<file path="config.mk">
export PLATFORM = sky130hd
export DESIGN_NAME = button_events
export DESIGN_NICKNAME = d
export VERILOG_FILES = /design/src/rtl/button_events.sv
export SDC_FILE = /design/constraint.sdc
export NUM_CORES = 1
export LEC_CHECK = 0
export CORE_ASPECT_RATIO = 2
export CORE_MARGIN = 3
export CORE_UTILIZATION = 25
export DETAILED_ROUTE_END_ITERATION = 6
export GPL_TIMING_DRIVEN = 0
export SYNTH_ARGS = -nofsm -noshare
export SYNTH_HDL_FRONTEND = slang
export SYNTH_SLANG_ARGS = --single-unit
</file>
<file path="constraint.sdc">
create_clock -name clk -period 6.8 [get_ports clk]
set_clock_uncertainty 0.05 [all_clocks]
set_input_delay 0.68 -clock clk [delete_from_list [all_inputs] [get_ports clk]]
set_output_delay 0.68 -clock clk [all_outputs]
set_load 0.02 [all_outputs]
</file>
<file path="src/rtl/button_events.sv">
// button_events: turns a debounced, clk-synchronous button level into
// single-cycle event pulses (press, release, click, double click, long press,
// optional auto-repeat) plus a busy flag.
//
// Optional feature: define BUTTON_EVENTS_REPEAT_EN to build the auto-repeat
// logic. Without it repeat_pulse is tied low and count holds while in LONG.
//
// "release" and "repeat" are SystemVerilog keywords, so those two pulses are
// named release_pulse and repeat_pulse.
module button_events #(
  parameter int unsigned LONG_LIMIT   = 12000000,
  parameter int unsigned DOUBLE_LIMIT = 3600000,
  parameter int unsigned REPEAT_LIMIT = 1200000,
  parameter int          CNT_SIZE     = 24
) (
  input  logic clk,
  input  logic reset,
  input  logic switch_in,
  output logic press,
  output logic release_pulse,
  output logic click,
  output logic double_click,
  output logic long_press,
  output logic repeat_pulse,
  output logic busy
);

  typedef enum logic [2:0] {
    IDLE,
    PRESSED,
    LONG,
    WAIT2,
    PRESSED2
  } state_t;

`ifdef BUTTON_EVENTS_REPEAT_EN
  localparam bit REPEAT_EN = 1'b1;
`else
  localparam bit REPEAT_EN = 1'b0;
`endif

  // Terminal counts: a timed state fires when count reaches limit-1.
  localparam logic [CNT_SIZE-1:0] LONG_END   = CNT_SIZE'(LONG_LIMIT - 1);
  localparam logic [CNT_SIZE-1:0] DOUBLE_END = CNT_SIZE'(DOUBLE_LIMIT - 1);
  localparam logic [CNT_SIZE-1:0] REPEAT_END = CNT_SIZE'(REPEAT_LIMIT - 1);
  localparam logic [CNT_SIZE-1:0] CNT_ONE    = CNT_SIZE'(1);

  state_t              state_q, state_d;
  logic [CNT_SIZE-1:0] count_q, count_d;
  logic                press_d, release_d, click_d, double_d, long_d, repeat_d;

  // Next-state, next-count and next-pulse decode; switch_in takes priority
  // over every timeout so a release/press on the limit edge wins.
  always_comb begin
    // NOTE: every signal assigned here gets a default first, so no path can
    // leave one unassigned and infer a latch.
    state_d   = state_q;
    count_d   = count_q;
    press_d   = 1'b0;
    release_d = 1'b0;
    click_d   = 1'b0;
    double_d  = 1'b0;
    long_d    = 1'b0;
    repeat_d  = 1'b0;

    unique case (state_q)
      IDLE: begin
        if (switch_in) begin
          state_d = PRESSED;
          press_d = 1'b1;
        end
      end

      PRESSED: begin
        count_d = count_q + CNT_ONE;
        if (!switch_in) begin
          state_d   = WAIT2;
          release_d = 1'b1;
        end else if (count_q == LONG_END) begin
          state_d = LONG;
          long_d  = 1'b1;
        end
      end

      LONG: begin
        if (!switch_in) begin
          state_d   = IDLE;
          release_d = 1'b1;
        end else if (REPEAT_EN) begin
          // Repeat restarts the period without leaving the state.
          if (count_q == REPEAT_END) begin
            repeat_d = 1'b1;
            count_d  = '0;
          end else begin
            count_d = count_q + CNT_ONE;
          end
        end
      end

      WAIT2: begin
        count_d = count_q + CNT_ONE;
        if (switch_in) begin
          state_d = PRESSED2;
          press_d = 1'b1;
        end else if (count_q == DOUBLE_END) begin
          state_d = IDLE;
          click_d = 1'b1;
        end
      end

      PRESSED2: begin
        count_d = count_q + CNT_ONE;
        if (!switch_in) begin
          state_d   = IDLE;
          release_d = 1'b1;
          double_d  = 1'b1;
        end else if (count_q == LONG_END) begin
          // Held too long: the pending double click is dropped.
          state_d = LONG;
          long_d  = 1'b1;
        end
      end

      default: state_d = IDLE;
    endcase

    // Every state change starts the new state's timer from zero.
    if (state_d != state_q) count_d = '0;
  end

  // State, counter and registered outputs; reset aborts any gesture silently.
  always_ff @(posedge clk) begin
    // NOTE: sequential state uses non-blocking assignments so all flops
    // update together from the same pre-edge values.
    if (reset) begin
      state_q       <= IDLE;
      count_q       <= '0;
      press         <= 1'b0;
      release_pulse <= 1'b0;
      click         <= 1'b0;
      double_click  <= 1'b0;
      long_press    <= 1'b0;
      repeat_pulse  <= 1'b0;
      busy          <= 1'b0;
    end else begin
      state_q       <= state_d;
      count_q       <= count_d;
      press         <= press_d;
      release_pulse <= release_d;
      click         <= click_d;
      double_click  <= double_d;
      long_press    <= long_d;
      repeat_pulse  <= repeat_d;
      busy          <= (state_d != IDLE);
    end
  end

endmodule

</file>
After elaboration in Yosys (flattened, before gate mapping)
Cells that the tools add are included.

word-level totals
  bits in registers = 33
  input bits = 3
  logic and storage cells = 46

cells by class
  add/sub/neg operators = 1
  equal/unequal tests = 7
  multiplexer cells = 12
  bitwise logic cells = 6
  reductions and logical operators = 12

operators with widths
  operator               count
  $add 24x1->24 const B  1
  $eq 24x22->1 const B   1
  $eq 24x24->1 const B   1
  $mux 3                 7
  $pmux 3 s5             1
  $reduce_or 2->1        6
  $reduce_or 3->1        4
  $eq 3x2->1 const B     2
  $not 1->1              6
  $mux 1                 4
  $eq 3x1->1 const B     1
  $eq 3x3->1 const B     1
  $logic_not 3->1        1
  $ne 3x3->1             1
  $reduce_bool 3->1      1

Depth between registers and ports, before layout
  depth in word-level cells = 6
  mapped depth = 8
  gate-level depth less buffers = 7

Worst setup path after synthesis
OpenSTA, ideal clock, no wires.

  path kind = reg2reg
  start = reg count_q[8]
  end = reg count_q[0]
  arrival time = 2044 ps
  data required time = 6635 ps
  slack = 4591 ps
  cell stages (with the launch flop) = 8
  path buffers = 1
  clock period less this slack = 2209 ps
  cell sequence = dfxtp_1 -> nand4bb_1 -> or4_4 -> nor4_4 -> nor4_2 -> o311ai_4 -> buf_6 -> nor2_1

between the ends
  cells in the longest elaborated chain, start to end = 6
  elaborated cells on any way between the ends = 10

RTL lines
  element                                              line          text
  start: declaration                                   49            logic [CNT_SIZE-1:0] count_q, count_d;
  start signal: assignment                             147           count_q <= count_d;
  $eq 24x24->1 / $eq 24x22->1 (equally long branches)  79, 117, 105
  $mux 3, on equally long branches                     79, 117, 105
  $mux 3, on equally long branches                     113, 102, 76
  $pmux 3 s5 *                                         66            unique case (state_q)
  $ne 3x3->1 *                                         128           if (state_d != state_q) count_d = '0;
  $reduce_or 2->1 (no source line) *                   -

Every way passes the cells marked *; elsewhere a longest branch is shown, timed or not.
A chain may end at the register's enable or synchronous reset.

Worst setup path in the final report
  start = reg count_q[0]
  end = reg count_q[5]

between the ends
  cells in the longest elaborated chain, start to end = 6
  elaborated cells on any way between the ends = 11

RTL lines
  element                                              line
  $eq 24x24->1 / $eq 24x22->1 (equally long branches)  79, 117, 105
  $mux 3, on equally long branches                     79, 117, 105
  $mux 3, on equally long branches                     113, 102, 76
  $pmux 3 s5                                           66
  $ne 3x3->1                                           128
  $reduce_or 2->1 (no source line)                     -

Several ways; a longest one is shown, not always the timed one.

==> impl_results.md <==
- Post-synthesis cell area: 1700 um^2
- Initial antenna violation count: 0
- Switching power: 95.4 uW
- Share of cells above drive strength 1: 14.0%
- PD cells: 219 nW/um^2
- Via density: 4.63
- Avg WL per Cell: 12.4 um
- Internal power: 346 uW
- # setup viols final: 0
- Max_slew headroom: about three fifths
- Worst setup path start: count_q[0]
- Syn Inst Count: 184
- Number of DRC markers in iteration 0: 44
- Syn_nets: 188
- Initial core utilization: a little over a quarter
- Post-DRT Antenna Nets: 0
- GP Congestion: 0.827
- Final hold vios: 0
- Leak Pwr: 0.663 nW
- Yosys reg bits: 33
- Routed via count: 1323
- Die width: ~64 um
- Nets: approximately 200
- FP Rows: 41
- Register share of total power: 44.7%
- Final TNS setup: 0 ns
- # port buffers: 8
- Die Area: 7870 um^2
- Worst Max-Slew Pin Slew: 0.565 ns
- Longest Clk Path Bufs: 2
- CTS tree: done
- Yosys warnings: 0
- Root Buffer: clkbuf_16
- Global Route Usage Sum: 10.4%
- Pwr Total: approximately 440 uW
- Max-slew violation count: 0
- Total CTS buffers: 5
- Main flop type after synthesis: dfxtp_1
- Worst setup EP type: flop
- Final min period: between 2 and 3 ns
- Clk_lat worst skew: 0.27 ns
- Worst Path Arrival: around 2.7 ns
- Clock power share: between 40% and 50%
- Post-synth EDFFs: 0
- Postcts setup bufs: 0
- Logic pwr share: approximately 7.5%
- Core area: 6460 um^2
- MaxCap Viol Count: 0
- Clk sink count: 33
- DRC errors left: 0
- CP Launch Type: flop
- RSZ-0062 raised after global routing: false
- Hold WS: approximately 0.47 ns
- Hold WC Path Type: flop to flop
- Sw Ratio: 21.6%
- Crit-path max FO: 10
- H-tree depth: 2
- Pre-Repair DR Iteration Count: 4
- Vias in the first global route: 1377
- Antenna Cells: 0
- Fill cell count: 714
- Max frequency: 0.388 GHz
- Post-cts resize count: 0
- Fin cells: 286
- Synthesis-to-finish area growth: 19.1%
- Chip Height: 122 um
- Worst R2R Start: count_q[0]
- Outcome: finished, final reports clean
- Clock transition at path regs: approximately 0.050 ns
- Pin count of the biggest net entering global routing: 11
- CP Class: flop to flop
- Reg area: 661 um^2
- Register area share after synthesis: 39.0%
- Multi-input logic area: 946 um^2
- IO Pins: 10
- Placed Cells: 278
- Maximum vdd ir drop: ~0.076 mV
- Period utilization: 37.9%
- Routed WL: around 3.5 mm
- Mean area per synthesized cell: roughly 9.2 um^2
- Hpwl dp: approximately 2.7 mm
- Netlist cell types: slightly below 50
- Critical Path RT: between 6 and 7 ns
- Gr ovfl total: 0
- Post-synth ARST share: 0%
- Hold path start: count_q[1]
- First-pass GRT wire length: 6.34 mm
- Hold buffers post-CTS: 0
==> worst max-delay path, cell delays in order, from the launching register on <==
cell	delay, ns
dfxtp_1	0.39
ha_1	0.24
nand3b_1	0.09
or4_4	0.46
nor3_2	0.34
o32ai_1	0.21
o311ai_4	0.44
buf_6	0.21
nor2_1	0.05
==> per-layer routing <==
metal	GRT usage, %	vias to the layer above	share of wire (%)
met2	20.0	20	57
met3	2.01	12	2.5
met1	9.38	622	36
met5	0	-	0
met4	7.02	0	3.7
li1	-	669	-
==> cell usage after synthesis (all sizes together), types with 2 or more instances <==
master	number	share of area, %
nand2	15	3.3
dfxtp	33	39
o21ai	2	0.59
inv	2	0.44
xor2	16	8.3
clkbuf	4	2.1
nor3	4	1.8
buf	5	2.7
nand4	11	4.1
nor2b	3	1.1
a21oi	3	0.89
xnor2	9	4.6
and4	2	1.0
nor4	2	2.0
nor2	33	7.6
nor3b	3	1.3
nand3	7	2.8
and3	6	2.3
nand3b	2	0.89
==> stage by stage <==
step | utilization (%) | worst slack (ns) | cell area, um^2
global placement | 29.1 | 4.19 | 1880
finish | 31.2 | 4.22 | 2020
detailed placement | 29.1 | 4.17 | 1880
floorplan | - | 4.59 | 1700
CTS | 31.2 | 4.18 | 2020
global route | 31.2 | 4.05 | 2020
==> cells in the final DEF (no fill, tap or decap), drive strengths merged, types with 2 or more instances in the layout <==
| master | netlist | routed |
|---|---|---|
| dfxtp | 33 | 33 |
| nor2 | 33 | 33 |
| xor2 | 16 | 16 |
| nand2 | 15 | 15 |
| clkbuf | 4 | 12 |
| nand4 | 11 | 11 |
| xnor2 | 9 | 9 |
| clkdlybuf4s50 | 0 | 8 |
| nand3 | 7 | 7 |
| and3 | 6 | 6 |
| buf | 5 | 5 |
| nor3 | 4 | 4 |
| nor3b | 3 | 3 |
| a21oi | 3 | 3 |
| nor2b | 3 | 3 |
| inv | 2 | 2 |
| nand3b | 2 | 2 |
| o21ai | 2 | 2 |
| and4 | 2 | 2 |
| nor4 | 2 | 2 |
==> logic make-up (layout without fill, tap and decap cells) <==
family,count (synthesis),count (layout),share of synthesized area (%)
and+or+nand+nor,98,98,33.4
DFF,33,33,39.0
xor gates and xnor gates,25,25,12.9
AOI/OAI and AO/OA,15,15,8.49
buffers and inverters,11,27,5.24
adders and majority gates,1,1,0.738
other,1,1,0.221
==> state kept, by name, summed over array words and instances, names as in the netlist <==
signal,count
count_q,24
state_q,3
busy,1
click,1
double_click,1
long_press,1
press,1
release_pulse,1
==> power by group through the flow <==
stage               registers [mW]  logic (mW)  clock network (mW)
finish                       0.198      0.0329               0.211
detailed placement           0.202      0.0330                   0
CTS                          0.197      0.0332               0.218
global placement             0.201      0.0329                   0
global route                 0.198      0.0362               0.226
floorplan                    0.203      0.0226                   0
==> area by class of cell <==
class / count / share of cell area [%]
clock buffers: 8 / 6.75
inverters: 2 / 0.372
flip-flops and latches: 33 / 32.7
multi-input cells: 140 / 46.8
plain buffers: 9 / 4.03
well taps: 86 / 5.33
repair buffers: 8 / 3.97
==> path summary, 6_finish.rpt <==
kind / endpoint / slack (ns) / cells past startpoint
hold / removal: count_q[1] / 0.47 / 2
setup reg to reg: count_q[5] / 4.22 / 8
hold reg to reg: count_q[1] / 0.47 / 2
setup / recovery: count_q[5] / 4.22 / 8
(Power assumes the default switching activity.)
